$ cat config.mk
export PLATFORM = sky130hd
export DESIGN_NAME = pwconv_rescale_ctrl
export DESIGN_NICKNAME = d
export VERILOG_FILES = /design/src/rtl/pwconv_rescale_ctrl.sv
export SDC_FILE = /design/constraint.sdc
export NUM_CORES = 1
export LEC_CHECK = 0
export CAP_MARGIN = 20
export CORE_MARGIN = 2
export CORE_UTILIZATION = 45
export CTS_CLUSTER_DIAMETER = 40
export DETAILED_ROUTE_END_ITERATION = 10
export PLACE_DENSITY = 0.82
export SLEW_MARGIN = 15
export SYNTH_ARGS = -nofsm -noshare
export SYNTH_HDL_FRONTEND = slang
export SYNTH_SLANG_ARGS = --single-unit
$ cat constraint.sdc
create_clock -name clk -period 2.1 [get_ports clk]
set_input_delay 0.21 -clock clk [delete_from_list [all_inputs] [get_ports clk]]
set_output_delay 0.21 -clock clk [all_outputs]
set_load 0.02 [all_outputs]
$ cat src/rtl/pwconv_rescale_ctrl.sv
// pwconv_rescale_ctrl: beat sequencing, cnt/pos tagging and drain control
// for the pointwise-conv rescale/ReLU pipeline.
module pwconv_rescale_ctrl #(
    parameter int N_CNT = 32,
    parameter int N_POS = 16,
    parameter int LAT   = 2
) (
    input  logic       clk,
    input  logic       rst_b,
    input  logic       start,
    input  logic       abort,
    output logic       busy,
    output logic       done,
    input  logic       acc_valid,
    output logic       acc_ready,
    output logic       pipe_en,
    output logic [4:0] cnt_in,
    output logic [3:0] pos_in,
    output logic       out_valid,
    output logic       out_last,
    input  logic       out_ready
);

    localparam logic [4:0] CNT_MAX = 5'(N_CNT - 1);
    localparam logic [3:0] POS_MAX = 4'(N_POS - 1);

    typedef enum logic [1:0] {
        S_IDLE,
        S_RUN,
        S_DRAIN,
        S_DONE
    } state_t;

    state_t         state_q, state_d;
    logic [4:0]     cnt_q, cnt_d;
    logic [3:0]     pos_q, pos_d;
    logic [LAT-1:0] vld_q, vld_d;
    logic [LAT-1:0] lst_q, lst_d;

    logic accept;
    logic last_beat;
    logic kill;

    assign out_valid = vld_q[LAT-1];
    assign out_last  = lst_q[LAT-1] & vld_q[LAT-1];
    assign pipe_en   = !(out_valid && !out_ready);
    assign acc_ready = (state_q == S_RUN) && pipe_en;
    assign accept    = acc_valid && acc_ready;
    assign last_beat = (cnt_q == CNT_MAX) && (pos_q == POS_MAX);
    assign kill      = abort && (state_q != S_IDLE);
    assign busy      = (state_q == S_RUN) || (state_q == S_DRAIN);
    assign done      = (state_q == S_DONE);
    assign cnt_in    = cnt_q;
    assign pos_in    = pos_q;

    // Shift validity/last flags alongside the data on every enabled cycle.
    always_comb begin
        vld_d = vld_q;
        lst_d = lst_q;
        if (kill) begin
            vld_d = '0;
            lst_d = '0;
        end else if (pipe_en) begin
            vld_d = {vld_q[LAT-2:0], accept};
            lst_d = {lst_q[LAT-2:0], accept && last_beat};
        end
    end

    // Step the cnt/pos tags once per accepted beat, wrapping at frame end.
    always_comb begin
        cnt_d = cnt_q;
        pos_d = pos_q;
        if (kill) begin
            cnt_d = '0;
            pos_d = '0;
        end else if (accept) begin
            if (cnt_q == CNT_MAX) begin
                cnt_d = '0;
                pos_d = (pos_q == POS_MAX) ? '0 : pos_q + 4'd1;
            end else begin
                cnt_d = cnt_q + 5'd1;
            end
        end
    end

    // Frame sequencing; abort overrides every other transition.
    always_comb begin
        state_d = state_q;
        unique case (state_q)
            S_IDLE:  if (start) state_d = S_RUN;
            S_RUN:   if (accept && last_beat) state_d = S_DRAIN;
            S_DRAIN: if (vld_d == '0) state_d = S_DONE;
            S_DONE:  state_d = S_IDLE;
            default: state_d = S_IDLE;
        endcase
        if (kill) state_d = S_IDLE;
    end

    // State, counter and flag registers.
    always_ff @(posedge clk or negedge rst_b) begin
        if (!rst_b) begin
            state_q <= S_IDLE;
            cnt_q   <= '0;
            pos_q   <= '0;
            vld_q   <= '0;
            lst_q   <= '0;
        end else begin
            state_q <= state_d;
            cnt_q   <= cnt_d;
            pos_q   <= pos_d;
            vld_q   <= vld_d;
            lst_q   <= lst_d;
        end
    end

endmodule

==> results.md, run 1 <==
Yosys:
- The flip-flop and latch count after synthesis is 15.
- Summing the sequential cell areas from Yosys gives 42.6% of the chip area.
- After synthesis, the netlist uses 32 different library cells.
- The number of nets in the synthesized netlist is 103.
- The cell count after synthesis is 89.
- For this run, the number of Yosys warnings is 0.
- The most used flip-flop cell after synthesis is dfrtp_1.
- Dividing the synthesized area by the synthesized cell count gives 9.90 um2.
- For this run, asynchronously set or reset flops after synthesis account for 100%.
- The number of flops mapped to enable cells by yosys is 0.
- The netlist area before placement is 881 um2.

Job:
- The max capacitance violation total is 0.

Drt:
- For this block, the via count after detailed routing is 703.
- The count of nets left with antenna violations after detail routing is 0.
- The DRC marker count from the first detailed-route iteration is 15.
- In the routed layout, each cell is associated on average with a via count of 5.06.
- After detailed routing, the total wire length is 1680 um.
- In the final routed layout, each cell accounts on average for 12.1 um.
- The residual DRC count is 0.
- The total iterations of the first detailed-routing run is 6.

STA:
- For this run, the top clock speed supported by timing is 506 MHz.
- Adding up every negative setup slack in the final design gives 0 ns.
- Setup repair after global routing left no endpoint under its margin.
- The final count of hold timing violations is 0.
- The post-route fraction of the period consumed by the critical path is 94.1%.
- Subtracting the final worst setup slack from the clock period gives 1.98 ns.
- The transition at the pin with the smallest max-transition slack is 0.672 ns.
- Setup violations remaining at the end of the flow were counted as 0.
- The final number of max-transition violations is 0.
- The relative slew slack is 55.1%.
- Between clock sinks in the finished design, the worst skew comes to 0.0116 ns.

Setup path:
- The worst register-to-register path has a depth of 7.
- Traced cell by cell, the critical path runs through inv_1 -> ha_1 -> and2_1 -> clkdlybuf4s50_1.
- The critical path in this run is classified as flip-flop to output pin.
- The type of element capturing the critical path is an output pin.
- The worst path required time is 1.89 ns.
- The internal reg-to-reg setup slack is 0.21 ns.
- The worst setup path is launched from a flip-flop.
- The cell family contributing the most delay on the critical path is buffers and inverters.
- The sum of buffers and inverters on the critical path is 2.
- The data arrival time of the critical path is 1.77 ns.
- The reg-to-reg startpoint is cnt_in[0].
- The delay contributed by the slowest stage of the critical path is 0.59 ns.
- The highest net fanout along the worst path is 4.
- The end of the worst register-to-register path is pos_in[3].
- The critical-path cell with the highest stage delay is clkdlybuf4s50_1.
- The critical path launch point is state_q[1].

Global route:
- The maximum number of pins on one net before global-route repair is 16.
- Summed over all layers, the global routing overflow is 0.
- Global routing used 16.5% of the available tracks.
- The first-pass GRT wire length is 2650 um.
- The initial antenna violation count was 0.
- The number of global-route vias before repair was 602.

Clocking:
- The tree is rooted in a clkbuf_4.
- The number of clock sinks is 15.
- The number of hold buffers added after CTS was 0.
- After clock tree synthesis, the repair step resized 0 gates.
- The TritonCTS clock tree is built.
- Counting along the longest clock path gives a buffer depth of 2.
- In this run the post-CTS setup repair buffer count came out at 0.
- The clock transition at the registers of the reported paths is 0.09 ns.
- The clock latency of the later-clocked register in the worst-skew pair is 0.29 ns.
- The number of buffers added by the clock tree synthesis step is 3.
- The H-tree depth reported by CTS is 1.

Power and ir drop:
- For this design the static power due to leakage is 0.527 nW.
- Dividing total power by cell area gives a power density of 944 nW/um2.
- IR analysis of the VDD net gives a maximum drop of 409 uV.
- Summing internal, switching and leakage power gives 0.00108 W.

Run status:
- The flow ran to the end, and the final reports show no timing, DRC or antenna violations.

Die:
- The floorplan has 16 rows.
- The die covers 2330 um2.
- The area inside the core boundary is 1900 um2.
- The number of top-level pins is 21.
- The floorplan die height is 48.2 um.
- The starting density of the core is 46.3%.
- The overall die width is 48.2 um.

Layout:
- The fraction of layout cells with a size suffix above 1 is 9.82%.
- The top cell types in the final layout, fill and taps aside, are 20 x clkdlybuf4s50_1, 15 x dfrtp_1, 8 x a21oi_1, 8 x nor2_1.
- The area added between synthesis and finish is 29.5%.
- The net count of the finished layout is 127.
- The leading cell type in the layout, fill and taps excluded is clkdlybuf4s50_1.
- The antenna diode count is 0.

Placed design:
- The total of buffers placed on input and output ports is 20.
- The congestion estimate from routability-driven global placement came to 0.816.
- Detailed placement finished with a half-perimeter wire length of 1300 um.

Worst hold path:
- The type of the worst min-delay path is input port to async pin.
where the power goes:
| part | switching, W | total (W) | internal [W] |
|---|---|---|---|
| Sequential | 0.0000414 | 0.000374 | 0.000333 |
| Combinational | 0.000287 | 0.000543 | 0.000256 |
| Clock | 0.0000901 | 0.000161 | 0.0000708 |
synthesized netlist by cell type, types with 2 or more instances:
| master | count | area share (%) |
|---|---|---|
| dfrtp_1 | 15 | 43 |
| a21oi_1 | 8 | 4.5 |
| ha_1 | 8 | 11 |
| nor2_1 | 8 | 3.4 |
| nand2_1 | 7 | 3.0 |
| mux2i_1 | 5 | 5.7 |
| inv_1 | 3 | 1.3 |
| nor2b_1 | 3 | 2.1 |
| a31oi_1 | 2 | 1.4 |
| and2_1 | 2 | 1.4 |
| and3_1 | 2 | 1.4 |
| clkbuf_1 | 2 | 0.85 |
| nand2b_1 | 2 | 1.4 |
| nand3_1 | 2 | 1.1 |
| nand4_1 | 2 | 1.4 |
| o21ai_0 | 2 | 1.1 |
layout make-up:
cell class / instances / area (um2)
Clock inverter: 1 / 5.00
Inverter: 4 / 20.0
Fill cell: 177 / 761
Tap cell: 27 / 33.8
Timing Repair Buffer: 22 / 215
Clock buffer: 3 / 22.5
Sequential cell: 15 / 375
Multi-Input combinational cell: 67 / 469
sequential cells by signal (all words and copies together), names as in the netlist:
signal   flops
lst_q        2
state_q      2
cnt_in       5
pos_in       4
vld_q        2
per-layer routing:
layer  track usage (%)  wire (um)  vias to the layer above
met1              21.5        778                      326
met4              1.62          0                        0
met3              7.04        106                        0
met5                 0          0                        -
met2              26.6        799                       15
li1                  -          -                      362
cell families after synthesis:
group           synth area share [%]
fa+ha+maj                       11.4
compound gates                  11.8
flops                           42.6
simple gates                    23.2
buf+inv                         4.40
xor+xnor                       0.994
mux                             5.68
through the flow:
step	hold slack (ns)	instance area [um2]	setup WS, ns	cells	util [%]
final	0.323	1140	0.123	139	60.0
after global routing	0.368	1140	0.00366	139	60.0
after CTS	0.346	1140	0.113	139	59.9
after detailed placement	0.518	1110	0.166	135	58.4
after global placement	0.509	1110	0.187	135	58.4
after floorplan	-0.0856	881	0.165	89	-
how the worst max path moves through the flow:
| stage | to | slack, ns | cells after the start |
|---|---|---|---|
| floorplan | cnt_in[3] | 0.16 | 6 |
| finish | acc_ready | 0.12 | 4 |
| CTS | acc_ready | 0.11 | 4 |
| global route | acc_ready | 0.004 | 4 |
| global placement | pos_in[3] | 0.19 | 7 |
| detailed placement | pos_in[0] | 0.17 | 6 |
(Power assumes the default switching activity.)
==> inputs of run 2 (changes only) <==
CORE_UTILIZATION = 35   (was 45)
PLACE_DENSITY = 0.69   (was 0.82)
==> results.md, run 2 (same netlist as run 1, synthesis figures left out) <==
STA:
- The post-route fraction of the period consumed by the critical path is 95.0% (was 94.1%).
- The final count of hold timing violations is 0 (unchanged).
- The relative slew slack was 53.9% (was 55.1%).
- The post-route minimum period is 1.99 ns (was 1.98 ns).
- The setup violation total in the final timing report is 0 (unchanged).
- The transition at the pin with the smallest max-transition slack was 0.689 ns (was 0.672 ns).
- Setup repair after global routing missed its margin: no (unchanged).
- The achievable frequency is 501 MHz (was 506 MHz).
- The final number of max-transition violations came to 0 (unchanged).
- The clock skew after layout came to 0.00129 ns (was 0.0116 ns).
- The sum of negative setup slack is 0 ns (unchanged).

Setup path:
- The worst path required time was 1.89 ns (about the same).
- The internal reg-to-reg setup slack is 0.21 ns (about the same).
- The end of the worst register-to-register path is pos_in[3] (unchanged).
- The highest net fanout along the worst path came to 4 (unchanged).
- The data arrival time of the critical path was 1.78 ns (was 1.77 ns).
- The type of element capturing the critical path is an output pin (unchanged).
- Critical Path, Cell by Cell: inv_1 -> ha_1 -> and2_1 -> clkdlybuf4s50_1 (unchanged).
- The critical-path cell with the highest stage delay is clkdlybuf4s50_1 (unchanged).
- The critical path launch point was state_q[1] (unchanged).
- The reg-to-reg startpoint is cnt_in[1] (was cnt_in[0]).
- The delay contributed by the slowest stage of the critical path is 0.59 ns (about the same).
- The sort of element at the start of the critical path is a flip-flop (unchanged).
- The length in cells of the worst reg-to-reg path is 7 (unchanged).
- The critical path start-end classification is flip-flop to output pin (unchanged).

Drt:
- The vias after detailed routing is 745 (was 703).
- The total iterations of the first detailed-routing run is 4 (was 6).
- The count of nets left with antenna violations after detail routing is 0 (unchanged).
- The routed wirelength normalized by instance count came to 12.8 um (was 12.1 um).
- The total routed wirelength came to 1820 um (was 1680 um).
- The residual DRC count is 0 (unchanged).
- The DRC marker count from the first detailed-route iteration is 17 (was 15).
- The via-per-instance ratio came to 5.25 (was 5.06).

Layout:
- Top library cells by usage in the layout, fill and taps aside: 20 x clkdlybuf4s50_1, 15 x dfrtp_1, 8 x a21oi_1, 8 x nor2_1, 8 x ha_1 (was 20 x clkdlybuf4s50_1, 15 x dfrtp_1, 8 x a21oi_1, 8 x nor2_1).
- The leading cell type in the layout, fill and taps excluded was clkdlybuf4s50_1 (unchanged).
- The antenna diode count is 0 (unchanged).
- The final net count is 127 (unchanged).
- The fraction of layout cells with a size suffix above 1 is 8.04% (was 9.82%).
- The area added between synthesis and finish is 29.5% (unchanged).
- The number of flip-flops under the largest register name is 5 (unchanged).

Placed design:
- The total of buffers placed on input and output ports is 20 (unchanged).
- The final weighted congestion in routability-driven placement was 0.743 (was 0.816).
- The detailed placement HPWL is 1400 um (was 1300 um).

Power and ir drop:
- The worst vdd rail ir drop is 514 uV (was 409 uV).
- The leakage power total is 0.528 nW (was 0.527 nW).
- The ratio of total power to cell area is 946 nW/um2 (was 944 nW/um2).
- The total power after layout came to 0.00108 W (about the same).

Clocking:
- The setup fix buffers added after clock tree synthesis was 0 (unchanged).
- The number of buffers added by the clock tree synthesis step is 3 (unchanged).
- The buffer type at the clock tree root is clkbuf_4 (unchanged).
- The H-tree depth reported by CTS is 1 (unchanged).
- The clock transition at the registers of the reported paths came to 0.08 ns (was 0.09 ns).
- The clock latency of the later-clocked register in the worst-skew pair is 0.27 ns (was 0.29 ns).
- The number of instances resized during post-cts repair is 0 (unchanged).
- The buffer depth of the longest clock path is 2 (unchanged).
- The number of clock sinks is 15 (unchanged).
- The TritonCTS clock tree is built (unchanged).
- The hold buffer count at CTS is 0 (unchanged).

Global route:
- The maximum number of pins on one net before global-route repair came to 16 (unchanged).
- The aggregate global-route resource usage is 14.8% (was 16.5%).
- The residual overflow from global routing is 0 (unchanged).
- The initial antenna violation count is 0 (unchanged).
- The number of global-route vias before repair is 710 (was 602).
- The first-pass GRT wire length was 3080 um (was 2650 um).

Die:
- The floorplan die height came to 54.2 um (was 48.2 um).
- The area inside the core boundary was 2430 um2 (was 1900 um2).
- The cell row count came to 18 (was 16).
- The area of the die was 2930 um2 (was 2330 um2).
- The number of top-level pins is 21 (unchanged).
- The starting density of the core was 36.2% (was 46.3%).
- The overall die width is 54.2 um (was 48.2 um).

Job:
- The max capacitance violation total is 0 (unchanged).

Worst hold path:
- The type of the worst min-delay path is input port to async pin (unchanged).

Run status:
- Status: finished clean (unchanged).
==> run 2: changes by cell type in the layout (fill, tap and decap cells not counted) <==
cell      before  now
ha_1           7    8
ha_2           1    0
clkinv_2       1    0
clkbuf_1       0    1
==> run 2: area by class of cell <==
type	count	area, um2
tap	30	37.5
sequential	15	375
multi-input combinational	67	467
fill	243	1290
inverter	4	20.0
clock buffer	4	26.3
timing repair buffer	22	215
==> run 2: report_power, final <==
part	leakage, nW	switching (W)	internal [W]
clock network	0.0150	0.0000859	0.0000736
logic	0.308	0.000296	0.000255
registers	0.205	0.0000368	0.000333
==> run 2: layer usage <==
layer / vias to the layer above / GRT usage, % / part of all wire, % / wire length [um]
met5: - / 0 / 0 / 0
met4: 0 / 7.92 / 1.6 / 29
met3: 4 / 3.61 / 5.7 / 103
met2: 21 / 24.1 / 45 / 822
met1: 358 / 17.9 / 47 / 859
li1: 362 / - / - / -
==> run 2: stage by stage <==
stage	instance area (um2)	cells	setup WS, ns	util (%)	hold slack [ns]
after floorplan	881	89	0.165	-	-0.0856
after global placement	1110	138	0.197	45.8	0.514
after detailed placement	1110	138	0.165	45.8	0.508
after CTS	1140	142	0.0980	46.9	0.354
after global routing	1140	142	0.0109	46.9	0.396
final	1140	142	0.106	46.9	0.344
==> run 2: worst max-delay path, delay by kind of cell (launching register included) <==
family,cells,cell delay [ns]
AND/OR/NAND/NOR,1,0.14
flip-flops,1,0.41
adder cells (fa/ha/maj),1,0.23
buffers and inverters,2,0.73
==> run 2: how the worst max path moves through the flow <==
stage	end	slack, ns
after floorplan	cnt_in[3]	0.16
after global placement	acc_ready	0.20
after detailed placement	acc_ready	0.16
after CTS	acc_ready	0.1
after global routing	acc_ready	0.01
final	acc_ready	0.11
==> inputs of run 3 (changes only) <==
clock period = 2.3 ns   (was 2.1 ns; I/O delays follow)
==> results.md, run 3 (same netlist as run 1, synthesis figures left out) <==
Drt:
- The routed wirelength normalized by instance count came to 13.0 um (was 12.8 um).
- The total iterations of the first detailed-routing run is 4 (unchanged).
- The total routed wirelength is 1830 um (was 1820 um).
- The via-per-instance ratio was 5.18 (was 5.25).
- The vias after detailed routing was 731 (was 745).
- The residual DRC count came to 0 (unchanged).
- The DRC marker count from the first detailed-route iteration is 15 (was 17).
- The count of nets left with antenna violations after detail routing is 0 (unchanged).

Die:
- The overall die width is 54.2 um (unchanged).
- The floorplan die height is 54.2 um (unchanged).
- The number of top-level pins came to 21 (unchanged).
- The starting density of the core is 36.2% (unchanged).
- The cell row count is 18 (unchanged).
- The area of the die is 2930 um2 (unchanged).
- The area inside the core boundary is 2430 um2 (unchanged).

Global route:
- The initial antenna violation count was 0 (unchanged).
- The first-pass GRT wire length is 3150 um (was 3080 um).
- The number of global-route vias before repair is 731 (was 710).
- The residual overflow from global routing came to 0 (unchanged).
- The aggregate global-route resource usage is 15.4% (was 14.8%).
- The maximum number of pins on one net before global-route repair came to 16 (unchanged).

Setup path:
- The sum of buffers and inverters on the critical path is 2 (unchanged).
- The critical-path cell with the highest stage delay is clkdlybuf4s50_1 (unchanged).
- The cell family contributing the most delay on the critical path is buffers and inverters (unchanged).
- The critical path launch point is state_q[1] (unchanged).
- The data arrival time of the critical path is 1.79 ns (was 1.78 ns).
- The type of element capturing the critical path is an output pin (unchanged).
- The delay contributed by the slowest stage of the critical path is 0.59 ns (about the same).
- The reg-to-reg startpoint is cnt_in[0] (was cnt_in[1]).
- The highest net fanout along the worst path is 4 (unchanged).
- The critical path start-end classification is flip-flop to output pin (unchanged).
- Critical Path, Cell by Cell: inv_1 -> ha_1 -> and2_1 -> clkdlybuf4s50_1 (unchanged).
- The sort of element at the start of the critical path is a flip-flop (unchanged).
- The worst path required time came to 2.07 ns (was 1.89 ns).

STA:
- The sum of negative setup slack is 0 ns (unchanged).
- Setup repair after global routing missed its margin: no (unchanged).
- The setup violation total in the final timing report is 0 (unchanged).
- The post-route fraction of the period consumed by the critical path is 87.6%.
- The post-route minimum period is 2.02 ns.
- The final count of hold timing violations is 0 (unchanged).
- The final number of max-transition violations is 0 (unchanged).
- The worst hold slack is 0.344 ns (about the same).
- The relative slew slack was 54.3% (was 53.9%).
- Timing would allow up to 496 MHz.
- The clock skew after layout came to 0.000697 ns (was 0.00129 ns).
- The transition at the pin with the smallest max-transition slack is 0.684 ns (was 0.689 ns).

Layout:
- The number of flip-flops under the largest register name came to 5 (unchanged).
- The final core utilization was 46.7% (was 46.9%).
- The antenna diode count is 0 (unchanged).
- The final net count is 126 (was 127).
- The area added between synthesis and finish is 28.8% (was 29.5%).
- The fraction of layout cells with a size suffix above 1 is 8.11% (was 8.04%).
- Top library cells by usage in the layout, fill and taps aside: 20 x clkdlybuf4s50_1, 15 x dfrtp_1, 8 x a21oi_1, 8 x nor2_1, 8 x ha_1 (unchanged).
- The leading cell type in the layout, fill and taps excluded is clkdlybuf4s50_1 (unchanged).
- The final standard cell area without fillers came to 1130 um2 (was 1140 um2).

Placed design:
- The detailed placement HPWL is 1360 um (was 1400 um).
- The post-detailed-placement cell area is 1110 um2 (about the same).
- The total of buffers placed on input and output ports came to 20 (unchanged).
- The final weighted congestion in routability-driven placement was 0.741 (was 0.743).

Worst hold path:
- The type of the worst min-delay path is input port to async pin (unchanged).

Power and ir drop:
- The worst vdd rail ir drop is 498 uV (was 514 uV).
- The total power after layout is 0.000988 W (was 0.00108 W).
- The ratio of total power to cell area came to 871 nW/um2 (was 946 nW/um2).
- The leakage power total is 0.525 nW (was 0.528 nW).

Clocking:
- The setup fix buffers added after clock tree synthesis was 0 (unchanged).
- The buffer depth of the longest clock path is 2 (unchanged).
- The H-tree depth reported by CTS is 1 (unchanged).
- The clock latency of the later-clocked register in the worst-skew pair is 0.29 ns (was 0.27 ns).
- The clock transition at the registers of the reported paths is 0.09 ns (was 0.08 ns).
- The buffer type at the clock tree root was clkbuf_4 (unchanged).
- The number of clock sinks came to 15 (unchanged).
- The number of instances resized during post-cts repair is 0 (unchanged).
- The TritonCTS clock tree was built (unchanged).
- The hold buffer count at CTS came to 0 (unchanged).
- The number of buffers added by the clock tree synthesis step is 3 (unchanged).

Job:
- The max capacitance violation total is 0 (unchanged).

Run status:
- Status: finished clean (unchanged).
[run 3: changes by cell type in the layout (fill, tap and decap cells not counted)]
cell / change
buf_4: -1
clkbuf_1: -1
clkinv_2: +1
[run 3: power breakdown]
part | switching (W) | leakage (nW) | total [W] | internal [W]
Clock | 0.0000919 | 0.0177 | 0.000157 | 0.0000648
Combinational | 0.000262 | 0.303 | 0.000488 | 0.000226
Sequential | 0.0000399 | 0.205 | 0.000344 | 0.000304
Total | 0.000394 | 0.525 | 0.000988 | 0.000595
[run 3: worst reg2reg max path, stage by stage, from the launching register on]
cell	delay [ns]
dfrtp_1	0.47
ha_1	0.23
and3_1	0.17
ha_1	0.32
nand2_1	0.09
nor3_1	0.23
a31oi_1	0.12
a311oi_1	0.25
[run 3: layout make-up]
cell class                 instances  area (um2)
inverter                           4        20.0
clock inverter                     1        5.00
tap                               30        37.5
sequential                        15         375
fill                             256        1300
multi-input combinational         67         467
clock buffer                       3        22.5
timing repair buffer              21         208
[run 3: worst paths after layout]
path	end	slack, ns	cells after the start
min in group clk	lst_q[1]	0.52	2
max in group asynchronous	pos_in[1]	1.53	1
worst max register to register	pos_in[3]	0.35	7
worst min register to register	lst_q[1]	0.52	2
worst max-delay path	acc_ready	0.28	4
worst min-delay path	vld_q[1]	0.34	1
[run 3: layer usage]
metal	routed length (um)	track usage [%]	part of all wire (%)
met1	819	17.1	45
met2	851	26.5	46
met3	125	4.44	6.8
met4	35	7.50	1.9
met5	0	0	0
[run 3: stage by stage]
step / setup slack [ns] / instances
4_1_cts: 0.263 / 141
3_3_place_gp: 0.356 / 137
6_report: 0.285 / 141
5_1_grt: 0.160 / 141
2_1_floorplan: 0.365 / 89
3_5_place_dp: 0.347 / 137
